===== src/rtl/axi4_lite_lstm_master.sv =====
`timescale 1ns/1ps
`default_nettype none
// ============================================================================
// Module : axi4_lite_lstm_master
// Brief  : Single-outstanding AXI4-Lite initiator behind a cmd/rsp handshake,
//          with a saturating count of non-OKAY responses.
// Rev    : 1.0  initial release
// ============================================================================
module axi4_lite_lstm_master #(
    parameter logic [2:0] PROT      = 3'b000,
    parameter int         ERR_WIDTH = 16
) (
    input  logic                 clk,
    input  logic                 rst,
    // command / response side
    input  logic                 cmd_valid,
    output logic                 cmd_ready,
    input  logic                 cmd_write,
    input  logic [31:0]          cmd_addr,
    input  logic [31:0]          cmd_wdata,
    input  logic [3:0]           cmd_wstrb,
    output logic                 rsp_valid,
    input  logic                 rsp_ready,
    output logic [31:0]          rsp_rdata,
    output logic [1:0]           rsp_resp,
    output logic [ERR_WIDTH-1:0] err_count,
    // AXI4-Lite master side
    output logic [31:0]          awaddr,
    output logic [2:0]           awprot,
    output logic                 awvalid,
    input  logic                 awready,
    output logic [31:0]          wdata,
    output logic [3:0]           wstrb,
    output logic                 wvalid,
    input  logic                 wready,
    input  logic [1:0]           bresp,
    input  logic                 bvalid,
    output logic                 bready,
    output logic [31:0]          araddr,
    output logic [2:0]           arprot,
    output logic                 arvalid,
    input  logic                 arready,
    input  logic [31:0]          rdata,
    input  logic [1:0]           rresp,
    input  logic                 rvalid,
    output logic                 rready
);

    typedef enum logic [2:0] {
        ST_IDLE    = 3'd0,
        ST_WR      = 3'd1,
        ST_WR_RESP = 3'd2,
        ST_RD_ADDR = 3'd3,
        ST_RD_DATA = 3'd4,
        ST_RSP     = 3'd5
    } state_t;

    localparam logic [ERR_WIDTH-1:0] c_err_max = '1;
    localparam logic [ERR_WIDTH-1:0] c_err_one = {{(ERR_WIDTH-1){1'b0}}, 1'b1};

    state_t                 r_state;
    logic [31:0]            r_addr;
    logic [31:0]            r_wdata;
    logic [3:0]             r_wstrb;
    logic                   r_awvalid;
    logic                   r_wvalid;
    logic                   r_arvalid;
    logic                   r_bready;
    logic                   r_rready;
    logic                   r_rsp_valid;
    logic [31:0]            r_rsp_rdata;
    logic [1:0]             r_rsp_resp;
    logic [ERR_WIDTH-1:0]   r_err_count;

    logic                   w_aw_pend;
    logic                   w_w_pend;
    logic                   w_cap_valid;
    logic [1:0]             w_cap_resp;

    // Each write channel stays pending until its own handshake completes.
    assign w_aw_pend   = r_awvalid & ~awready;
    assign w_w_pend    = r_wvalid  & ~wready;

    assign w_cap_valid = ((r_state == ST_WR_RESP) & bvalid & r_bready) |
                         ((r_state == ST_RD_DATA) & rvalid & r_rready);
    assign w_cap_resp  = (r_state == ST_WR_RESP) ? bresp : rresp;

    always_ff @(posedge clk or negedge rst) begin
        if (!rst) begin
            r_state     <= ST_IDLE;
            r_addr      <= '0;
            r_wdata     <= '0;
            r_wstrb     <= '0;
            r_awvalid   <= 1'b0;
            r_wvalid    <= 1'b0;
            r_arvalid   <= 1'b0;
            r_bready    <= 1'b0;
            r_rready    <= 1'b0;
            r_rsp_valid <= 1'b0;
            r_rsp_rdata <= '0;
            r_rsp_resp  <= '0;
            r_err_count <= '0;
        end else begin
            if (w_cap_valid && (w_cap_resp != 2'b00) && (r_err_count != c_err_max))
                r_err_count <= r_err_count + c_err_one;

            case (r_state)
                ST_IDLE: begin
                    if (cmd_valid) begin
                        r_addr  <= cmd_addr;
                        r_wdata <= cmd_wdata;
                        r_wstrb <= cmd_wstrb;
                        if (cmd_write) begin
                            r_awvalid <= 1'b1;
                            r_wvalid  <= 1'b1;
                            r_state   <= ST_WR;
                        end else begin
                            r_arvalid <= 1'b1;
                            r_state   <= ST_RD_ADDR;
                        end
                    end
                end
                ST_WR: begin
                    r_awvalid <= w_aw_pend;
                    r_wvalid  <= w_w_pend;
                    if (!w_aw_pend && !w_w_pend) begin
                        r_bready <= 1'b1;
                        r_state  <= ST_WR_RESP;
                    end
                end
                ST_WR_RESP: begin
                    if (bvalid) begin
                        r_bready    <= 1'b0;
                        r_rsp_rdata <= '0;
                        r_rsp_resp  <= bresp;
                        r_rsp_valid <= 1'b1;
                        r_state     <= ST_RSP;
                    end
                end
                ST_RD_ADDR: begin
                    if (arready) begin
                        r_arvalid <= 1'b0;
                        r_rready  <= 1'b1;
                        r_state   <= ST_RD_DATA;
                    end
                end
                ST_RD_DATA: begin
                    if (rvalid) begin
                        r_rready    <= 1'b0;
                        r_rsp_rdata <= rdata;
                        r_rsp_resp  <= rresp;
                        r_rsp_valid <= 1'b1;
                        r_state     <= ST_RSP;
                    end
                end
                ST_RSP: begin
                    if (rsp_ready) begin
                        r_rsp_valid <= 1'b0;
                        r_state     <= ST_IDLE;
                    end
                end
                default: r_state <= ST_IDLE;
            endcase
        end
    end

    assign cmd_ready = (r_state == ST_IDLE);
    assign rsp_valid = r_rsp_valid;
    assign rsp_rdata = r_rsp_rdata;
    assign rsp_resp  = r_rsp_resp;
    assign err_count = r_err_count;

    assign awaddr    = r_addr;
    assign awprot    = PROT;
    assign awvalid   = r_awvalid;
    assign wdata     = r_wdata;
    assign wstrb     = r_wstrb;
    assign wvalid    = r_wvalid;
    assign bready    = r_bready;
    assign araddr    = r_addr;
    assign arprot    = PROT;
    assign arvalid   = r_arvalid;
    assign rready    = r_rready;

endmodule
`default_nettype wire


===== config.mk =====
export PLATFORM = sky130hd
export DESIGN_NAME = axi4_lite_lstm_master
export DESIGN_NICKNAME = d
export VERILOG_FILES = /design/src/rtl/axi4_lite_lstm_master.sv
export SDC_FILE = /design/constraint.sdc
export NUM_CORES = 1
export LEC_CHECK = 0
export ABC_CLOCK_PERIOD_IN_PS = 1800
export BUFFER_PORTS_ARGS = -buffer_cell sky130_fd_sc_hd__clkbuf_2
export CORE_AREA = 2 2 118 120
export DETAILED_ROUTE_END_ITERATION = 10
export DIE_AREA = 0 0 120 122
export PLACE_DENSITY = 0.75
export REMOVE_ABC_BUFFERS = 1
export SKIP_LAST_GASP = 1
export SLEW_MARGIN = 15
export SYNTH_ARGS = -nofsm -noshare
export SYNTH_HDL_FRONTEND = slang
export SYNTH_SLANG_ARGS = --single-unit

===== constraint.sdc =====
create_clock -name clk -period 1.8 [get_ports clk]
set_input_delay 0.18 -clock clk [delete_from_list [all_inputs] [get_ports clk]]
set_output_delay 0.18 -clock clk [all_outputs]
set_load 0.02 [all_outputs]

# --- Word level (Yosys, flattened, before mapping) ---
# Cells that the tools add are included.
totals:
  regBits: 127
  in_bits: 114
  out_inout_bits: 163
  wordCells: 91
classes:
  addsub: 1
  n_eq_ne: 14
  muxes: 33
  bitwise_logic: 9
  n_reduce_logical: 21
op_table:
  columns: ["operator", "n"]
  rows:
  - ["two-way mux 32 bit", 2]
  - ["case mux 32 bit (2 select lines)", 1]
  - ["two-way mux 3 bit", 6]
  - ["case mux 3 bit (6 select lines)", 1]
  - ["adder 16 x 1 -> 16 bit, second input constant", 1]
  - ["inequality test 16 bit, second input constant", 1]
  - ["inequality test 2 bit, second input constant", 7]
  - ["two-way mux 1 bit", 12]
  - ["AND reduction 3 bit", 4]
  - ["nonzero test 2 bit", 6]
  - ["case mux 1 bit (2 select lines)", 5]
  - ["two-way mux 2 bit", 4]
  - ["AND reduction 4 bit", 2]
  - ["bitwise AND 1 bit", 6]
  - ["== test 3 x 2 -> 1 bit, second input constant", 2]
  - ["== test 3 bit, second input constant", 2]
  - ["AND reduction 6 bit", 1]
  - ["case mux 2 bit (2 select lines)", 1]
  - ["== test 3 x 1 -> 1 bit, second input constant", 1]
  - ["logical AND 1 bit", 3]
  - ["zero test 3 bit", 1]
  - ["case mux 1 bit (3 select lines)", 1]
  - ["nonzero test 3 bit", 1]
  - ["zero test 1 bit", 2]
  - ["4 further kinds", 5]

# --- Longest topological paths before layout ---
# Gate-level depths: netlist of run 1.
depth:
  word_depth: 6
  ltp_mapped: 7
  ltp_nobuf: 5

# --- Least setup slack after synthesis of run 1 ---
# Ideal clock, no wire load.
synth_path:
  path_type: "register to register"
  startpoint: "register r_state[1]"
  endpoint: "register r_addr[10], in the netlist araddr[10]"
  setup_time_ns: 0.125
  arrival_time_ns: 2.095
  required_time_ns: 1.675
  path_slack_ns: -0.420
  path_stages_with_launch: 7
  synth_period_minus_slack_ns: 2.220
  cell_sequence: "dfrtp_1 > nor3_1 > and2_1 > clkbuf_1 > buf_2 > buf_2 > mux2_2"
synth_between:
  elab_chain_cells: 2
synth_rtl:
  columns: ["element", "line_no", "rtl"]
  rows:
  - ["from (decl)", "61", "state_t r_state;"]
  - ["from (signal assigned)", "90", "r_state <= ST_IDLE;"]
  - ["from (signal assigned)", "116", "r_state <= ST_WR;"]
  - ["from (signal assigned)", "119", "r_state <= ST_RD_ADDR;"]
  - ["zero test 3 bit", null, null]
  - ["via cmd_ready", "17", "output logic cmd_ready,"]
  - ["AND reduction 2 bit (no source line)", null, null]
  - ["to (signal assigned)", "110", "r_addr <= cmd_addr;"]
  - ["to (decl)", "62", "logic [31:0] r_addr;"]
# The timed path passes the listed nets, and every way through them passes these cells.
# A chain may end at the register's enable or synchronous reset.

# --- Worst setup path in the final report of run 1 ---
layout_path:
  startpoint: "register r_state[1]"
  endpoint: "register r_err_count[12], in the netlist err_count[12]"
layout_between:
  elab_chain_cells: 6
  elab_cells_between_ends: 11
  classes_between: "eq/ne (2); mux (1); bitwise (5); reduce/logical (3)"
layout_rtl:
  columns: ["element", "line_no", "rtl"]
  rows:
  - ["== test 3 x 2 -> 1 bit or == test 3 bit (tied branches)", "84, 86, 85", null]
  - ["bitwise AND 1 bit (on tied branches) (2 in series)", "84, 85", null]
  - ["bitwise OR 1 bit", "84", "assign w_cap_valid = ((r_state == ST_WR_RESP) & bvalid & r_bready) |"]
  - ["logical AND 1 bit (*) (2 in series)", "104", "if (w_cap_valid && (w_cap_resp != 2'b00) && (r_err_count != c_err_max))"]
  - ["to (signal assigned)", "105", "r_err_count <= r_err_count + c_err_one;"]
  - ["to (decl)", "73", "logic [ERR_WIDTH-1:0] r_err_count;"]
# Every way passes the cells marked *; elsewhere a longest branch is shown, timed or not.

==> results of run 1 <==
[cells in the mapped netlist, drive strengths merged (3+ instances only)]
library cell	instances
clkbuf	8
o21ai	9
nor4b	4
nand2	14
buf	49
xnor2	4
mux2	73
inv	4
a21oi	3
nor3	7
a22o	32
xor2	10
dfrtp	127
nand2b	4
nand3	6
nor2	3
[final timing paths]
kind	start	end	slack (ps)	depth (start not counted)
min in group asynchronous	rst	rsp_resp[0]$_DFFE_PN0P_	390	3
worst min register to register	rsp_resp[1]$_DFFE_PN0P_	rsp_resp[1]$_DFFE_PN0P_	480	2
worst min-delay path	cmd_wdata[10]	wdata[10]$_DFFE_PN0P_	10	2
max in group asynchronous	rst	rsp_rdata[15]$_DFFE_PN0P_	840	3
worst max-delay path	r_state[1]$_DFFE_PN0P_	err_count[12]$_DFFE_PN0P_	-80	4
worst max register to register	r_state[1]$_DFFE_PN0P_	err_count[12]$_DFFE_PN0P_	-80	4
[area by class of cell]
cell class / count / share of cell area [%]
inverter: 4 / 0.173
sequential: 127 / 36.5
timing repair buffer: 403 / 30.8
multi-input combinational: 213 / 22.6
tap: 180 / 2.59
clock buffer: 20 / 5.13
clock inverter: 12 / 2.11
[repair_timing]
| item | CTS | global route |
|---|---|---|
| pin swaps | 11 | 11 |
| hold endpoints to repair | 211 | 1 |
| cloned | 1 | 1 |
| buffers inserted | 4 | 0 |
| hold buffers | 85 | 1 |
| endpoints found under the setup margin | 34 | 64 |
| resized for setup | 11 | 22 |
[flip-flops by register name, indices dropped and copies added (netlist names)]
register,count
araddr,32
arvalid,1
awvalid,1
bready,1
err_count,16
r_state,3
rready,1
rsp_rdata,32
rsp_resp,2
rsp_valid,1
wdata,32
wstrb,4
wvalid,1
[layout by cell type, fill, tap and decap left out, drive strengths merged, types with 3 or more instances in the layout]
cell         instances
clkbuf             290
dfrtp              127
dlygate4sd3         86
mux2                73
buf                 47
a22o                32
nand2               14
xor2                10
o21ai                9
nor3                 7
nand3                6
conb                 6
inv                  6
nand2b               4
xnor2                4
nor4b                4
bufinv               4
clkinv               4
nor2                 3
a21oi                3
[cell families (layout without fill, tap and decap cells)]
family                     count (synthesis)  after routing
and+or+nand+nor                           61             61
adders and majority gates                  1              1
DFF                                      127            127
muxes                                     75             75
other                                      1              6
AOI/OAI and AO/OA                         56             56
xor gates and xnor gates                  14             14
buffers and inverters                     61            439
[per-stage QoR]
stage / power [mW] / utilization [%] / hold slack [ps] / worst slack (ps)
3_3_place_gp: 11.4 / 51.6 / 327 / -163
4_1_cts: 15.5 / 63.5 / 0.646 / -79.7
6_report: 15.6 / 64.4 / 12.8 / -84.5
3_5_place_dp: 11.6 / 51.6 / 339 / -179
2_1_floorplan: 8.78 / - / -116 / -1520
5_1_grt: 16.4 / 64.4 / 3.31 / -143
[per-layer routing]
| layer | routed length [um] | vias up |
|---|---|---|
| li1 | - | 2124 |
| met1 | 5890 | 2302 |
| met2 | 8530 | 211 |
| met3 | 956 | 48 |
| met4 | 539 | 0 |
| met5 | 0 | - |
[power by group through the flow]
stage                     Clock [mW]  Combinational (mW)  Sequential, mW
final                           3.63                7.05            4.95
after CTS                       3.71                6.90            4.91
after detailed placement           0                6.65            4.96
after global routing            3.84                7.48            5.11
after floorplan                    0                1.91            6.87
after global placement             0                6.54            4.84
[worst reg2reg max path, cell delays in order (launching register included)]
cell and delay [ps]:
dfrtp_1 410, or4bb_1 530, o22a_4 230, nor4b_4 270, mux2_4 320
==> summary.md, run 1 <==
| Metric | Value |
|---|---|
| Comb power frac | `45.1%` |
| Top cell type's share of synthesized area | `59.1%` |
| Initial cell density of the core | `39.8%` |
| DRT Pass-1 Iters | `4` |
| Peak VDD IR | `0.896 mV` |
| Ys Warns | `0` |
| Worst path bufs/invs | `0` |
| Status | `finished with violations` |
| Main area contributors after synthesis | `dfrtp_1 59%, mux2_2 15%, buf_4 5.3%` |
| Vias in the first global route | `4886` |
| Number of routed nets with antenna violations | `0` |
| Crit Path Class | `reg -> reg` |
| Syn-to-layout area delta | `61.9%` |
| Sw Ratio | `39.4%` |
| CTS tree | `built` |
| Fillers | `946` |
| Initial DRC count | `163` |
| Pwr/cell area | `1800 nW/um^2` |
| Clock Latency Late Sink | `410 ps` |
| Post-Layout Cell Count | `959` |
| Clock power share | `23.2%` |
| Net Sw Power | `6.16 mW` |
| Setup TNS | `-327 ps` |
| Busiest layer in global routing | `met2` |
| Final Wtd Congestion | `0.813` |
| CTS root buf | `clkbuf_16` |
| Met3 Usage GRT | `5.76%` |
| Pin count of the biggest net entering global routing | `128` |
| Final worst setup slack | `-84.5 ps` |
| Worst-path fanout max | `5` |
| XOR/XNOR Fraction of Synth Area | `2.28%` |
| Area of the multi-input gates | `1970 sq um` |
| Ant. Diodes | `0` |
| Inst Count DP | `835` |
| Crit path required time | `2090 ps` |
| WL final | `15.9 mm` |
| Post-synth EDFFs | `0` |
| Met1 Resource Use GR | `22.5%` |
| Worst path cell trace | `or4bb_1 -> o22a_4 -> nor4b_4 -> mux2_4` |
| Unrepaired setup endpoints after global routing | `true` |
| #FFs+latches synth | `127` |
| Htree depth | `4` |
| Ports | `277` |
| Relative slew margins | `53.1%` |
| Mux share of post-synthesis cell area | `15.7%` |
| Placement Cell Area | `6970 sq um` |
| Failing checks | `negative setup slack` |
| Flop pwr share | `31.7%` |
| Largest family of logic cells by synthesized area | `multiplexers` |
| Global-route wire length before repair | `24.2 mm` |
| Worst setup SP type | `flop` |
| Worst Skew | `10.2 ps` |
| Remaining DRCs | `0` |
| CP Capture Type | `flop` |
| Fin area | `8700 sq um` |
| Sink Count | `127` |
| I/O Buffers | `270` |
| Internal Pwr Total | `9.47 mW` |
| Slowest CP cell | `or4bb_1` |
| Routed vias | `4685` |
| Fin. max-slew vios | `0` |
| Final period util | `105%` |
| CTS max path bufs | `2` |
| Flip-flop and latch area | `3180 sq um` |
| GR Util met2 | `39.0%` |
| Pleak | `4.40 nW` |
| Post-Syn Area | `5380 sq um` |
| Inserted Clock Buffers | `17` |
| Nets@finish | `881` |
| Total GRT Usage | `21.2%` |
| Max Clock Freq | `531 MHz` |
| Adder-cell area share of the yosys netlist | `0.233%` |
| Die width | `120 um` |
| DP HPWL | `10.2 mm` |
| Die height | `122 um` |
| Std-Cell Rows | `43` |
| Ys async rst share | `100%` |
| Via density | `4.89` |
| Slew @ Worst Pin | `704 ps` |
| Core Box Area | `13500 sq um` |
| Final setup vio count | `9` |
| MaxCap Viol Count | `0` |
| Sequential share of the synthesized area | `59.1%` |
| Initial antenna violation count | `0` |
| Average routed wire per standard cell | `16.6 um` |
| Post-synthesis cell count | `396` |
| Yosys cell types | `49` |
| GRT Residual Overflow | `0` |
| Cell taking the most area after synthesis | `dfrtp_1` |
| Synth Area in Simple Gates | `7.31%` |
| Full die area | `14600 sq um` |
| Compound-Gate Fraction of Synth Area | `8.05%` |
| Primary FF master, synth | `dfrtp_1` |
| Layout cells sized above 1 | `56.7%` |
| Final hold violation count | `0` |
| HP Class | `in -> reg` |
| CP peak stage delay | `530 ps` |
| WP data arrival | `2170 ps` |
| Clock transition at path regs | `60 ps` |
| Final min period | `1880 ps` |
| Syn_area_per_cell | `13.6 sq um` |
| Largest delay share family, worst path | `simple AND/OR/NAND/NOR gates` |
Power figures use the tool's default switching activity.
==> run 2: changes to the inputs <==
--- a/config.mk
+++ b/config.mk
@@ -8,6 +8,7 @@
 export ABC_CLOCK_PERIOD_IN_PS = 1800
 export BUFFER_PORTS_ARGS = -buffer_cell sky130_fd_sc_hd__clkbuf_2
 export CORE_AREA = 2 2 118 120
+export CTS_BUF_LIST = sky130_fd_sc_hd__clkbuf_4 sky130_fd_sc_hd__clkbuf_8 sky130_fd_sc_hd__clkbuf_16
 export DETAILED_ROUTE_END_ITERATION = 10
 export DIE_AREA = 0 0 120 122
 export PLACE_DENSITY = 0.75
==> run 2 against run 1 <==
Against the previous run: the run still ends with negative setup slack left; worst setup slack improved by 3.8 ps; die area unchanged; core utilization up 0.20 points; global-route usage increased by 0.19 points; clock power about the same; sequential share of layout area is 0.12 points lower; via count grew 0.26%; wire length grew 1.4%; critical path type unchanged; largest power group unchanged; highest routed layer unchanged.
==> summary.md, run 2 (synthesis results as in run 1) <==
| Metric | Value |
|---|---|
| Max Clock Freq | `532 MHz (was 531 MHz)` |
| Final hold violation count | `0 (unchanged)` |
| HP Class | `in -> reg (unchanged)` |
| Final worst setup slack | `-80.7 ps (was -84.5 ps)` |
| Most frequent cells in the layout | `269 x clkbuf_2, 126 x dfrtp_1, 88 x dlygate4sd3_1 (was 269 x clkbuf_2, 126 x dfrtp_1, 86 x dlygate4sd3_1)` |
| Nets@finish | `883 (was 881)` |
| Layout cells sized above 1 | `56.9% (was 56.7%)` |
| Remaining DRCs | `0 (unchanged)` |
| Status | `finished with violations (unchanged)` |
| Initial DRC count | `185 (was 163)` |
| Pleak | `4.42 nW (was 4.40 nW)` |
| Number of routed nets with antenna violations | `0 (unchanged)` |
| Slew @ Worst Pin | `684 ps (was 704 ps)` |
| Power Total | `15.7 mW (was 15.6 mW)` |
| Clock transition at path regs | `60 ps (about the same)` |
| Worst-path fanout max | `5 (unchanged)` |
| Initial antenna violation count | `0 (unchanged)` |
| GRT Residual Overflow | `0 (unchanged)` |
| Final Wtd Congestion | `0.813 (unchanged)` |
| Htree depth | `4 (unchanged)` |
| Pwr/cell area | `1800 nW/um^2 (about the same)` |
| Reg-to-Reg Start | `r_state[1]$_DFFE_PN0P_ (unchanged)` |
| DRT Pass-1 Iters | `4 (unchanged)` |
| Crit Path Class | `reg -> reg (unchanged)` |
| Final hold slack | `23.6 ps (was 12.8 ps)` |
| CTS tree | `built (unchanged)` |
| Total GRT Usage | `21.4% (was 21.2%)` |
| Pin count of the biggest net entering global routing | `128 (unchanged)` |
| Clock Latency Late Sink | `400 ps (was 410 ps)` |
| Final setup vio count | `8 (was 9)` |
| MaxCap Viol Count | `0 (unchanged)` |
| Syn-to-layout area delta | `62.4% (was 61.9%)` |
| Sw Ratio | `39.4% (about the same)` |
| Ports | `277 (unchanged)` |
| Crit path required time | `2090 ps (about the same)` |
| Flop pwr share | `31.6% (was 31.7%)` |
| Worst setup SP type | `flop (unchanged)` |
| Core Box Area | `13500 sq um (unchanged)` |
| Fin. max-slew vios | `0 (unchanged)` |
| Comb power frac | `45.1% (about the same)` |
| WP data arrival | `2170 ps (about the same)` |
| WL final | `16.1 mm (was 15.9 mm)` |
| Via density | `4.89 (about the same)` |
| DP HPWL | `10.2 mm (unchanged)` |
| Worst Skew | `7.50 ps (was 10.2 ps)` |
| Clock power share | `23.3% (was 23.2%)` |
| Initial cell density of the core | `39.8% (unchanged)` |
| Hold path start | `cmd_addr[5] (was cmd_wdata[10])` |
| Area of the multi-input gates | `1970 sq um (unchanged)` |
| Flip-flop and latch area | `3180 sq um (unchanged)` |
| Global-route wire length before repair | `24.4 mm (was 24.2 mm)` |
| Failing checks | `negative setup slack (unchanged)` |
| Internal Pwr Total | `9.51 mW (was 9.47 mW)` |
| Vias in the first global route | `4913 (was 4886)` |
| Relative slew margins | `54.4% (was 53.1%)` |
| Die width | `120 um (unchanged)` |
| Std-Cell Rows | `43 (unchanged)` |
| Inserted Clock Buffers | `17 (unchanged)` |
| Peak VDD IR | `0.894 mV (was 0.896 mV)` |
| CP Capture Type | `flop (unchanged)` |
| CTS root buf | `clkbuf_16 (unchanged)` |
| Average routed wire per standard cell | `16.8 um (was 16.6 um)` |
| Worst setup startpoint | `r_state[1]$_DFFE_PN0P_ (unchanged)` |
| Unrepaired setup endpoints after global routing | `true (unchanged)` |
| I/O Buffers | `270 (unchanged)` |
| Net Sw Power | `6.18 mW (was 6.16 mW)` |
| Die height | `122 um (unchanged)` |
| Sink Count | `127 (unchanged)` |
| Final period util | `104% (was 105%)` |
| Fillers | `949 (was 946)` |
| Full die area | `14600 sq um (unchanged)` |
| CTS max path bufs | `2 (unchanged)` |
| Routed vias | `4697 (was 4685)` |
| Ant. Diodes | `0 (unchanged)` |
| Commonest non-fill, non-tap cell in the layout | `clkbuf_2 (unchanged)` |
| Final min period | `1880 ps (about the same)` |
==> run 2: cell types whose count changed in the layout (fill, tap and decap cells not counted) <==
cell and change:
clkbuf_4 +2, clkbuf_1 -2, dlygate4sd3_1 +2
==> run 2: metal layers <==
metal	routed length (um)	vias to the layer above	part of all wire, %	global-route usage, %
met5	0	-	0	0
met4	598	0	3.7	9.56
met3	1020	54	6.3	5.48
met2	8670	225	54	39.8
met1	5850	2289	36	22.8
li1	-	2129	-	-
==> run 2: area by class of cell <==
class                      count  area share [%]
sequential                   127            36.4
timing repair buffer         405            31.0
multi-input combinational    213            22.6
clock buffer                  20            5.20
tap                          180            2.58
clock inverter                12            2.11
inverter                       4           0.172
==> run 2: critical path: stages, from the launching register on <==
cell	delay (ps)
dfrtp_1	410
or4bb_1	530
o22a_4	230
nor4b_4	270
mux2_4	320
==> run 2: worst paths after layout <==
check | end | cells past startpoint | slack, ps
max in group asynchronous | rsp_rdata[22]$_DFFE_PN0P_ | 3 | 850
min reg2reg | rsp_resp[1]$_DFFE_PN0P_ | 2 | 480
max | err_count[12]$_DFFE_PN0P_ | 4 | -80
min in group asynchronous | rsp_resp[0]$_DFFE_PN0P_ | 3 | 410
max reg2reg | err_count[12]$_DFFE_PN0P_ | 4 | -80
min | araddr[5]$_DFFE_PN0P_ | 2 | 20
==> run 2: power by group through the flow <==
stage	clock [mW]	sequential, mW	combinational [mW]
after CTS	3.75	4.91	6.91
after floorplan	0	6.87	1.91
after detailed placement	0	4.96	6.65
after global routing	3.88	5.11	7.49
after global placement	0	4.84	6.54
final	3.66	4.96	7.07
==> run 2: what timing repair did <==
item / CTS / global route
pin swaps: 11 / 11
cloned: 1 / 1
setup buffers: 4 / 0
gates resized for setup: 11 / 22
hold buffers: 88 / 0
hold endpoints to repair: 214 / 0
endpoints found under the setup margin: 34 / 62
==> run 2: metrics by stage <==
stage | setup TNS [ps] | setup WS (ps) | instance area [sq um] | cells | util (%)
finish | -294 | -80.7 | 8730 | 961 | 64.7
global placement | -554 | -163 | 6970 | 835 | 51.6
floorplan | -123430 | -1520 | 5020 | 344 | -
detailed placement | -1250 | -179 | 6970 | 835 | 51.6
CTS | -197 | -79.7 | 8610 | 960 | 63.8
global route | -1490 | -143 | 8730 | 961 | 64.7
